`src/rtl/multdiv_ctrl.sv`:
```
// multdiv_ctrl: sequencer between the processor X stage and the shared
// multiply/divide unit. It takes one request at a time, holds its operands,
// issues a single start pulse and stalls the pipeline until the unit reports
// ready or the cycle budget runs out. It then issues one writeback. On an
// exception or a timeout, that writeback goes to the status register.
module multdiv_ctrl #(
  parameter int unsigned TIMEOUT       = 40,     // 2..63 cycles spent in BUSY
  parameter logic [4:0]  EXC_RD        = 5'd30,
  parameter logic [31:0] MULT_EXC_CODE = 32'd4,
  parameter logic [31:0] DIV_EXC_CODE  = 32'd5
) (
  input  logic        clock,
  input  logic        reset_n,
  input  logic        req_valid,
  input  logic        req_op,
  input  logic [31:0] req_opA,
  input  logic [31:0] req_opB,
  input  logic [4:0]  req_rd,
  input  logic        flush,
  output logic        stall,
  output logic [31:0] md_operandA,
  output logic [31:0] md_operandB,
  output logic        md_ctrl_MULT,
  output logic        md_ctrl_DIV,
  input  logic [31:0] md_result,
  input  logic        md_exception,
  input  logic        md_resultRDY,
  output logic        wb_valid,
  output logic [4:0]  wb_rd,
  output logic [31:0] wb_data,
  output logic        timeout_flag
);

  localparam logic [1:0] S_IDLE  = 2'd0;
  localparam logic [1:0] S_START = 2'd1;
  localparam logic [1:0] S_BUSY  = 2'd2;
  localparam logic [1:0] S_DONE  = 2'd3;

  // The count of the final BUSY cycle before the forced timeout.
  localparam logic [5:0] CNT_LAST = 6'(TIMEOUT - 1);

  logic [1:0]  state_q, state_d;
  logic [5:0]  cnt_q, cnt_d;
  logic        op_q, op_d;
  logic [31:0] opa_q, opa_d;
  logic [31:0] opb_q, opb_d;
  logic [4:0]  rd_q, rd_d;
  logic [31:0] res_q, res_d;
  logic        exc_q, exc_d;
  logic        timeout_flag_q, timeout_flag_d;

  // Next-state logic: request acceptance, the BUSY cycle count, and result capture.
  always_comb begin
    // NOTE: every _d gets its hold value first, so no path through the case can infer a latch.
    state_d        = state_q;
    cnt_d          = cnt_q;
    op_d           = op_q;
    opa_d          = opa_q;
    opb_d          = opb_q;
    rd_d           = rd_q;
    res_d          = res_q;
    exc_d          = exc_q;
    timeout_flag_d = timeout_flag_q;
    case (state_q)
      S_IDLE: begin
        if (req_valid && !flush) begin
          op_d    = req_op;
          opa_d   = req_opA;
          opb_d   = req_opB;
          rd_d    = req_rd;
          state_d = S_START;
        end
      end
      S_START: begin
        // The unit is restarting here, so a ready flag in this cycle is stale.
        cnt_d   = '0;
        state_d = flush ? S_IDLE : S_BUSY;
      end
      S_BUSY: begin
        if (flush) begin
          state_d = S_IDLE;
        end else begin
          cnt_d = cnt_q + 6'd1;
          if (md_resultRDY) begin
            // If ready and timeout fall in the same cycle, the real result is written.
            res_d   = md_result;
            exc_d   = md_exception;
            state_d = S_DONE;
          end else if (cnt_q == CNT_LAST) begin
            exc_d          = 1'b1;
            timeout_flag_d = 1'b1;
            state_d        = S_DONE;
          end
        end
      end
      default: state_d = S_IDLE;  // S_DONE: writeback lasts one cycle
    endcase
  end

  // State registers; reset clears everything, even in the middle of an operation.
  always_ff @(posedge clock or negedge reset_n) begin
    if (!reset_n) begin
      state_q        <= S_IDLE;
      cnt_q          <= '0;
      op_q           <= 1'b0;
      opa_q          <= '0;
      opb_q          <= '0;
      rd_q           <= '0;
      res_q          <= '0;
      exc_q          <= 1'b0;
      timeout_flag_q <= 1'b0;
    end else begin
      // NOTE: non-blocking assignments, so every flop samples the values from before the edge.
      state_q        <= state_d;
      cnt_q          <= cnt_d;
      op_q           <= op_d;
      opa_q          <= opa_d;
      opb_q          <= opb_d;
      rd_q           <= rd_d;
      res_q          <= res_d;
      exc_q          <= exc_d;
      timeout_flag_q <= timeout_flag_d;
    end
  end

  // Outputs: start pulses only in START; writeback only in an unflushed DONE cycle.
  // Stall is gated by reset so that all outputs are low while reset is held.
  always_comb begin
    stall        = reset_n &&
                   (((state_q == S_IDLE) && req_valid && !flush) ||
                    (state_q == S_START) || (state_q == S_BUSY));
    md_ctrl_MULT = (state_q == S_START) && !op_q;
    md_ctrl_DIV  = (state_q == S_START) &&  op_q;
    md_operandA  = opa_q;
    md_operandB  = opb_q;
    wb_valid     = (state_q == S_DONE) && !flush;
    wb_rd        = '0;
    wb_data      = '0;
    if (wb_valid) begin
      wb_rd   = exc_q ? EXC_RD : rd_q;
      wb_data = exc_q ? (op_q ? DIV_EXC_CODE : MULT_EXC_CODE) : res_q;
    end
    timeout_flag = timeout_flag_q;
  end

endmodule

```
`config.mk`:
```
export PLATFORM = sky130hd
export DESIGN_NAME = multdiv_ctrl
export DESIGN_NICKNAME = d
export VERILOG_FILES = /design/src/rtl/multdiv_ctrl.sv
export SDC_FILE = /design/constraint.sdc
export NUM_CORES = 1
export LEC_CHECK = 0
export CAP_MARGIN = 20
export CORE_AREA = 4 4 182 96
export DETAILED_ROUTE_END_ITERATION = 16
export DIE_AREA = 0 0 186 100
export SLEW_MARGIN = 20
export SYNTH_ARGS = -nofsm -noshare
export SYNTH_HDL_FRONTEND = slang
export SYNTH_SLANG_ARGS = --single-unit
```
`constraint.sdc`:
```
create_clock -name clock -period 1.9 [get_ports clock]
set_input_delay 0.475 -clock clock [delete_from_list [all_inputs] [get_ports clock]]
set_output_delay 0.475 -clock clock [all_outputs]
set_load 0.05 [all_outputs]
```
# [Word-level counts from Yosys, hierarchy flattened]
# Cells that the tools add are included.
[word_totals] reg_bits=112 input_bits=108
[op_classes] n_addsub=1 n_eq_ne=7 muxes=15 n_bitwise=2 reduce_logical=20
[op_table] cell="$mux 32" count=2
[op_table] cell="$pmux 6 s2" count=1
[op_table] cell="$mux 2" count=5
[op_table] cell="$mux 5" count=2
[op_table] cell="$logic_and 1x1->1" count=7
[op_table] cell="$add 6x1->6 const B" count=1
[op_table] cell="$eq 6x6->1 const B" count=1
[op_table] cell="$mux 6" count=1
[op_table] cell="$pmux 2 s3" count=1
[op_table] cell="$reduce_and 2->1" count=3
[op_table] cell="$reduce_and 3->1" count=2
[op_table] cell="$eq 2x2->1 const B" count=2
[op_table] cell="$ne 2x2->1 const B" count=2
[op_table] cell="$ne 4x4->1 const B" count=1
[op_table] cell="$reduce_and 4->1" count=1
[op_table] cell="$reduce_bool 2->1" count=2
[op_table] cell="$mux 1" count=3
[op_table] cell="$eq 2x1->1 const B" count=1
[op_table] cell="$logic_not 1->1" count=2
[op_table] cell="$logic_not 2->1" count=1
[op_table] cell="$logic_or 1x1->1" count=2
[op_table] cell="$not 1->1" count=2

# [Depth between registers and ports, before layout]
# Gate-level depths: netlist of the first run.
[depth] ltp_word=6 depth_mapped=5 ltp_nobuf=4

# [Least setup slack after synthesis of the first run]
# No wires, ideal clock.
[synth_path] path_type="in2out" start="input flush" end="output wb_data[10]" arrival_ps=1590 required_time_ps=1425 setup_slack_ps=-165 stages=5 path_cell_list="buf_2 -> nand3b_4 -> nor2_1 -> clkbuf_2 -> and2_1"
[synth_between] elab_chain_len=3
[synth_lines] element="start, declared" line="19" source="input logic flush,"
[synth_lines] element="$logic_not 1->1" line="136" source="wb_valid = (state_q == S_DONE) && !flush;"
[synth_lines] element="$logic_and 1x1->1" line="136"
[synth_lines] element="$mux 32" line="139" source="if (wb_valid) begin"
[synth_lines] element="end, declared" line="30" source="output logic [31:0] wb_data,"
# Every way passes these cells.

# [Worst setup path after layout of the first run]
[layout_path] start="register state_q[1]" end="output wb_data[23]"
[layout_between] elab_chain_len=3
[layout_lines] element="start, declared" line="42" source="logic [1:0] state_q, state_d;"
[layout_lines] element="start signal, assigned" line="114" source="state_q <= state_d;"
[layout_lines] element="$eq 2x2->1" line="136"
[layout_lines] element="$logic_and 1x1->1" line="136"
[layout_lines] element="$mux 32" line="139"
# Every way passes these cells.

==> results of run 1 <==
sequential cells by signal (all words and copies together) (netlist names):
signal and cells:
cnt_q 6, exc_q 1, md_operandA 32, md_operandB 32, op_q 1, rd_q 5
res_q 32, state_q 2, timeout_flag 1
cell families (layout without fill, tap and decap cells):
logic type | after synthesis | count (layout) | share of synthesized area [%]
buffers and inverters | 23 | 257 | 3.81
multiplexers | 105 | 105 | 25.1
adder cells (fa/ha/maj) | 1 | 1 | 0.267
AND/OR/NAND/NOR | 71 | 71 | 9.04
AO/OA/AOI/OAI | 13 | 13 | 2.05
flip-flops | 112 | 112 | 59.7
metrics by stage:
stage | area [um2] | total power [mW] | TNS, ns | hold WS [ns]
6_report | 7950 | 8.49 | -1.67 | 0.194
5_1_grt | 7950 | 8.94 | -4.60 | 0.293
4_1_cts | 7910 | 8.58 | -4.48 | 0.275
3_5_place_dp | 7430 | 6.65 | -49.34 | 0.478
3_3_place_gp | 7430 | 6.60 | -50.07 | 0.459
2_1_floorplan | 4760 | 5.45 | -1.40 | 0.179
power by group through the flow:
stage | logic (mW) | clock network [mW] | registers, mW
finish | 3.21 | 1.83 | 3.45
global placement | 3.15 | 0 | 3.45
global route | 3.38 | 2.02 | 3.54
floorplan | 0.859 | 0 | 4.59
detailed placement | 3.18 | 0 | 3.47
CTS | 3.21 | 1.93 | 3.45
worst reg2reg max path: stages, from the launching register on:
cell and delay (ns):
sky130_fd_sc_hd__dfrtp_2 0.43, sky130_fd_sc_hd__buf_4 0.20, sky130_fd_sc_hd__nor4bb_4 0.40, sky130_fd_sc_hd__buf_12 0.25
sky130_fd_sc_hd__mux2_2 0.38
cell type report:
cell class / count / area (um2)
fill: 1367 / 7990
sequential: 112 / 2800
clock buffer: 11 / 243
multi-input combinational: 190 / 1860
tap: 210 / 263
inverter: 4 / 15.0
timing repair buffer: 237 / 2720
clock inverter: 5 / 38.8
timing repair:
action | 4_1_cts | 5_1_grt
buffers inserted | 7 | 1
gates resized for setup | 35 | 10
hold buffers | 0 | 0
endpoints found under the setup margin | 106 | 92
gates cloned | 3 | 2
pin swaps | 33 | 4
cell usage in the layout (no fill, tap or decap), drive strengths merged, types with 3 or more instances in the layout:
cell,Yosys,layout
a21oi,3,3
and2,31,31
buf,15,128
clkbuf,4,14
clkdlybuf4s50,0,105
dfrtp,112,112
inv,4,7
mux2,102,102
mux2i,3,3
nand2,7,7
nand2b,5,5
nor2,15,15
metal layers:
layer	routed length (um)	share of wire, %
met5	11	0.083
met4	90	0.68
met3	1490	11
met2	5590	42
met1	6050	46
worst paths after layout:
| check | slack (ns) | start | to | cells past startpoint |
|---|---|---|---|---|
| setup reg to reg | 0.13 | state_q[0] | res_q[17] | 4 |
| max in group asynchronous | 1.16 | reset_n | state_q[0] | 2 |
| hold / removal | 0.19 | reset_n | md_operandB[1] | 2 |
| min in group clock | 0.49 | cnt_q[5] | cnt_q[5] | 1 |
| setup / recovery | -0.08 | state_q[1] | wb_data[23] | 6 |
| hold reg to reg | 0.49 | cnt_q[5] | cnt_q[5] | 1 |
==> metrics.log, run 1 <==
[metrics] result of the run: finished with violations
[metrics] failing checks: setup timing
[metrics] clock latency reported for the late side of the worst-skew pair: 0.35 ns
[metrics] post-synthesis to final-layout area growth: 69.4%
[metrics] clock slew at the register clock pins of the worst setup and hold paths: 0.07 ns
[metrics] peak ir drop on the vdd network: 0.654 mV
[metrics] top cells by area in the synthesized netlist: sky130_fd_sc_hd__dfrtp_1 60%, sky130_fd_sc_hd__mux2_2 23%, sky130_fd_sc_hd__and2_1 4.1%, sky130_fd_sc_hd__buf_6 2.4%, sky130_fd_sc_hd__mux2_1 1.4%
[metrics] effective utilization at floorplan: 29.4%
[metrics] number of buffers inserted by port buffering: 213
[metrics] ys async rst share: 100%
[metrics] Top Usage Layer GRT: met2
[metrics] cell-by-cell trace of the critical path: nand3b_4 -> nor2_4 -> buf_6 -> buf_16 -> and2_4 -> buf_12
[metrics] most instantiated cells after synthesis: 112 x sky130_fd_sc_hd__dfrtp_1, 96 x sky130_fd_sc_hd__mux2_2, 31 x sky130_fd_sc_hd__and2_1, 15 x sky130_fd_sc_hd__nor2_1, 10 x sky130_fd_sc_hd__buf_6
[metrics] total standard cell area after synthesis: 4690 um2
[metrics] clock tree from TritonCTS: yes
[metrics] WL final: 13.2 mm
[metrics] sw frac: 37.3%
[metrics] required time of the worst setup path: 1.42 ns
[metrics] instance count of the mapped netlist: 325
[metrics] grt met3 use: 7.20%
[metrics] part of the power in combinational logic: 37.8%
[metrics] dominant cell type by area after synthesis: sky130_fd_sc_hd__dfrtp_1
[metrics] clock skew: 0.0120 ns
[metrics] pin slew with the least headroom to its limit: 0.669 ns
[metrics] detail-routed via count per cell: 4.44
[metrics] register area share after synthesis: 59.7%
[metrics] total power per unit cell area: 1070 nW/um2
[metrics] vias post-DR: 3418
[metrics] vias in the first global route: 3660
[metrics] maximum number of pins on one net before global-route repair: 113
[metrics] number of max-cap violations: 0
[metrics] class of the tightest hold or removal check: in -> async
[metrics] max-slew violation count: 0
[metrics] final-report setup violation count: 32
[metrics] yosys warns: 0
[metrics] utilization after layout: 49.9%
[metrics] critical path peak fanout: 8
[metrics] CTS sink cnt: 112
[metrics] worst slack at placement: -0.421 ns
[metrics] Highest Clock Rate: 506 MHz
[metrics] maximum level of the CTS H-tree: 3
[metrics] number of optimization iterations in the first detailed-route pass: 4
[metrics] antenna diode count: 0
[metrics] Crit path max-delay family: flip-flops
[metrics] met1 GRT Util: 18.1%
[metrics] Avg Inst Size Synth: 14.4 um2
[metrics] layout cells sized above 1: 51.5%
[metrics] global-route wire length before repair: 19.9 mm
[metrics] number of cells in the design after placement: 745
[metrics] Worst Setup Start Kind: flop
[metrics] final critical-path share of the clock period: 104%
[metrics] total congestion overflow after global routing: 0
[metrics] Die H: 100 um
[metrics] number of enable-type register cells in the synthesized netlist: 0
[metrics] clock buffer count from CTS: 9
[metrics] filler-free cell count of the finished design: 769
[metrics] initial detailed-routing violation count: 92
[metrics] NetSw: 3.17 mW
[metrics] post-route minimum period: 1.98 ns
[metrics] RSZ-0062 raised after global routing: yes
[metrics] highest-delay cell along the critical path: sky130_fd_sc_hd__dfrtp_1
[metrics] Reg power frac: 40.6%
[metrics] worst rel slew slack: 55.4%
[metrics] count of distinct cell types in the synthesized netlist: 35
[metrics] Lkg Pwr: 3.45 nW
[metrics] net count after synthesis: 434
[metrics] CTS root buffer: sky130_fd_sc_hd__clkbuf_16
[metrics] Arr. time, crit path: 1.50 ns
[metrics] core region area: 15900 um2
[metrics] DRC errors left: 0
[metrics] part of the power in the clock network: 21.6%
[metrics] routed length per placed instance: 17.2 um
[metrics] Int Power: 5.32 mW
[metrics] post-layout worst setup margin: -0.0751 ns
[metrics] top_reg_cell synth: sky130_fd_sc_hd__dfrtp_1
[metrics] kind of critical path: reg -> out
[metrics] die outline width: 186 um
[metrics] count of nets left with antenna violations after detail routing: 0
[metrics] number of cell rows: 33
[metrics] final hold violations: 0
[metrics] clk buf depth: 2
[metrics] area enclosed by the die boundary: 18600 um2
[metrics] area fraction of the dominant cell type after synthesis: 59.7%
[metrics] placer's final routability congestion estimate: 0.781
[metrics] number of antenna violations at the first check in global routing: 1
[metrics] nature of the critical path endpoint: output pin
[metrics] half-perimeter wire length after placement: 9.55 mm
[metrics] Crit path buffers/inverters: 3
[metrics] number of top-level design ports: 214
[metrics] GR met2 Demand/Resource: 20.2%
[metrics] crit-path max cell delay: 0.40 ns
[metrics] #FFs+latches synth: 112
[metrics] overall track demand over capacity in global routing: 13.7%
[metrics] count leader, synth: sky130_fd_sc_hd__dfrtp_1
[metrics] number of nets in the final layout: 663
Note: power is estimated with default switching activity, not from simulation.
==> run 2, diff against run 1 <==
Settings changed: TNS_END_PERCENT from default to 100.
==> results of run 2 <==
The final DEF is identical to that of run 1; final timing and power are the same.
==> run 3, diff against run 2 <==
Settings changed: CAP_MARGIN 20 to default, CORE_AREA 4 4 182 96 to 4 4 145 119, DIE_AREA 0 0 186 100 to 0 0 149 123, SKIP_LAST_GASP from default to 1.
==> metrics.log, run 3 (synthesis results as in run 1) <==
[metrics] result of the run: finished with violations
[metrics] failing checks: setup timing
[metrics] total power per unit cell area: 1080 nW/um2 (+1.3%)
[metrics] routed length per placed instance: 16.6 um (-3.7%)
[metrics] total of hold buffers inserted after clock tree synthesis: 0 (unchanged)
[metrics] placer's final routability congestion estimate: 0.771 (-1.3%)
[metrics] highest-delay cell along the critical path: sky130_fd_sc_hd__clkdlybuf4s15_2
[metrics] area used by multi-input combinational logic: 1850 um2 (-0.67%)
[metrics] crit-path max cell delay: 0.20 ns (-0.20 ns)
[metrics] effective utilization at floorplan: 29.9% (+0.45 points)
[metrics] post-synthesis to final-layout area growth: 68.4%
[metrics] total congestion overflow after global routing: 0 (unchanged)
[metrics] commonest cells after routing, fill and taps aside: 111 x sky130_fd_sc_hd__dfrtp_1, 105 x sky130_fd_sc_hd__clkdlybuf4s50_1, 96 x sky130_fd_sc_hd__mux2_2
[metrics] WL final: 12.8 mm (-3.5%)
[metrics] setup TNS after final layout: -2.40 ns (-0.729 ns)
[metrics] DP Area: 7420 um2 (about the same)
[metrics] nature of the critical path endpoint: output pin
[metrics] final critical-path share of the clock period: 105% (+1.3 points)
[metrics] Final Hold Slack: 0.259 ns (+0.0646 ns)
[metrics] clock latency reported for the late side of the worst-skew pair: 0.35 ns (about the same)
[metrics] initial detailed-routing violation count: 99 (+7.6%)
[metrics] post-route minimum period: 2.00 ns (+0.0249 ns)
[metrics] layout cells sized above 1: 51.5% (about the same)
[metrics] half-perimeter wire length after placement: 9.15 mm (-4.2%)
[metrics] required time of the worst setup path: 1.42 ns (about the same)
[metrics] number of optimization iterations in the first detailed-route pass: 4 (unchanged)
[metrics] antenna diode count: 0 (unchanged)
[metrics] number of top-level design ports: 214 (unchanged)
[metrics] number of buffers inserted by port buffering: 213 (unchanged)
[metrics] Final Instance Area: 7910 um2 (-0.55%)
[metrics] Highest Clock Rate: 500 MHz (-1.2%)
[metrics] clock skew: 0.00590 ns (-0.00610 ns)
[metrics] overall track demand over capacity in global routing: 13.7% (+0.026 points)
[metrics] die outline width: 149 um (-20%)
[metrics] area enclosed by the die boundary: 18300 um2 (-1.5%)
[metrics] clk buf depth: 2 (unchanged)
[metrics] NetSw: 3.14 mW (-1.0%)
[metrics] CTS sink cnt: 112 (unchanged)
[metrics] global-route wire length before repair: 19.7 mm (-1.0%)
[metrics] worst rel slew slack: 59.1% (+3.7 points)
[metrics] class of the tightest hold or removal check: in -> async
[metrics] leading cell type in the layout, fill and taps excluded: sky130_fd_sc_hd__dfrtp_1
[metrics] kind of critical path: in -> out
[metrics] Worst Setup Start Kind: primary input
[metrics] cell-by-cell trace of the critical path: clkdlybuf4s15_2 -> nand3b_4 -> nor2_4 -> buf_6 -> buf_16 -> and2_4 -> buf_12
[metrics] part of the power in the clock network: 22.3% (+0.7 points)
[metrics] count of nets left with antenna violations after detail routing: 0 (unchanged)
[metrics] DRC errors left: 0 (unchanged)
[metrics] CTS root buffer: sky130_fd_sc_hd__clkbuf_16
[metrics] number of antenna violations at the first check in global routing: 1 (unchanged)
[metrics] detail-routed via count per cell: 4.47 (+0.66%)
[metrics] total power of the final layout: 8.55 mW (+0.73%)
[metrics] RSZ-0062 raised after global routing: yes
[metrics] clock slew at the register clock pins of the worst setup and hold paths: 0.07 ns (about the same)
[metrics] number of cell rows: 41 (+24%)
[metrics] clock tree from TritonCTS: yes
[metrics] part of the power in combinational logic: 37.4% (-0.4 points)
[metrics] pin slew with the least headroom to its limit: 0.614 ns (-0.0548 ns)
[metrics] maximum level of the CTS H-tree: 3 (unchanged)
[metrics] vias post-DR: 3445 (+0.79%)
[metrics] Filler cells: 1389 (+1.6%)
[metrics] final hold violations: 0 (unchanged)
[metrics] Die H: 123 um (+23%)
[metrics] number of max-cap violations: 0 (unchanged)
[metrics] Arr. time, crit path: 1.52 ns (+0.02 ns)
[metrics] post-layout worst setup margin: -0.100 ns (-0.0249 ns)
[metrics] peak ir drop on the vdd network: 0.762 mV (+17%)
[metrics] maximum number of pins on one net before global-route repair: 113 (unchanged)
[metrics] sw frac: 36.7% (-0.65 points)
[metrics] critical path peak fanout: 8 (unchanged)
[metrics] max-slew violation count: 0 (unchanged)
[metrics] vias in the first global route: 3674 (+0.38%)
[metrics] core region area: 15700 um2 (-1.5%)
[metrics] clock buffer count from CTS: 9 (unchanged)
[metrics] Reg power frac: 40.2% (-0.4 points)
[metrics] Lkg Pwr: 3.43 nW (-0.62%)
[metrics] final-report setup violation count: 31 (-3.1%)
[metrics] Int Power: 5.41 mW (+1.8%)
[metrics] number of nets in the final layout: 659 (-0.60%)
[metrics] sequential standard cell area: 2800 um2 (unchanged)
==> run 3: cell count changes in the layout (fill, tap and decap cells not counted), sizes merged <==
cell,delta
bufinv,+1
buf,-2
inv,-1
clkbuf,-4
clkinv,+2
==> run 3: repair_timing <==
action,in CTS,in global routing
buffers inserted,6,1
gates cloned,3,0
gates resized for setup,38,5
endpoints found under the setup margin,41,37
pin swaps,33,3
endpoints found under the hold margin,0,0
==> run 3: power groups by stage <==
stage / logic (mW) / registers (mW) / clock network [mW]
after floorplan: 0.859 / 4.59 / 0
after global placement: 3.13 / 3.43 / 0
after detailed placement: 3.18 / 3.46 / 0
after CTS: 3.21 / 3.45 / 2.00
after global routing: 3.37 / 3.53 / 2.08
final: 3.20 / 3.44 / 1.91
==> run 3: worst paths after layout <==
kind / start / to / slack, ns / cells after the start
max: flush / wb_data[1] / -0.1 / 7
min: reset_n / md_operandA[16] / 0.26 / 2
max reg2reg: state_q[0] / exc_q / 0.19 / 5
min reg2reg: timeout_flag / timeout_flag / 0.48 / 1
max in group asynchronous: reset_n / state_q[0] / 1.16 / 2
min in group clock: timeout_flag / timeout_flag / 0.48 / 1
==> run 3: layout make-up <==
class / count / share of cell area [%]
Clock buffer: 9 / 2.85
Clock inverter: 7 / 0.886
Inverter: 4 / 0.190
Multi-Input combinational cell: 190 / 23.4
Sequential cell: 112 / 35.5
Tap cell: 215 / 3.40
Timing Repair Buffer: 233 / 33.8
==> run 3: critical path, delay by kind of cell <==
family	cells	cell delay [ns]
buffers and inverters	4	0.61
and+or+nand+nor	3	0.44
==> run 3: layer usage <==
metal	GRT usage (%)	wire, um
met5	0	13
met4	3.95	160
met3	7.33	1490
met2	22.0	5940
met1	16.1	5150
==> run 3: stage by stage <==
| step | setup WS, ns | cells | util, % |
|---|---|---|---|
| floorplan | -0.0620 | 325 | - |
| global placement | -0.335 | 748 | 47.3 |
| detailed placement | -0.340 | 748 | 47.3 |
| CTS | -0.172 | 771 | 50.4 |
| global route | -0.158 | 770 | 50.4 |
| finish | -0.100 | 770 | 50.4 |
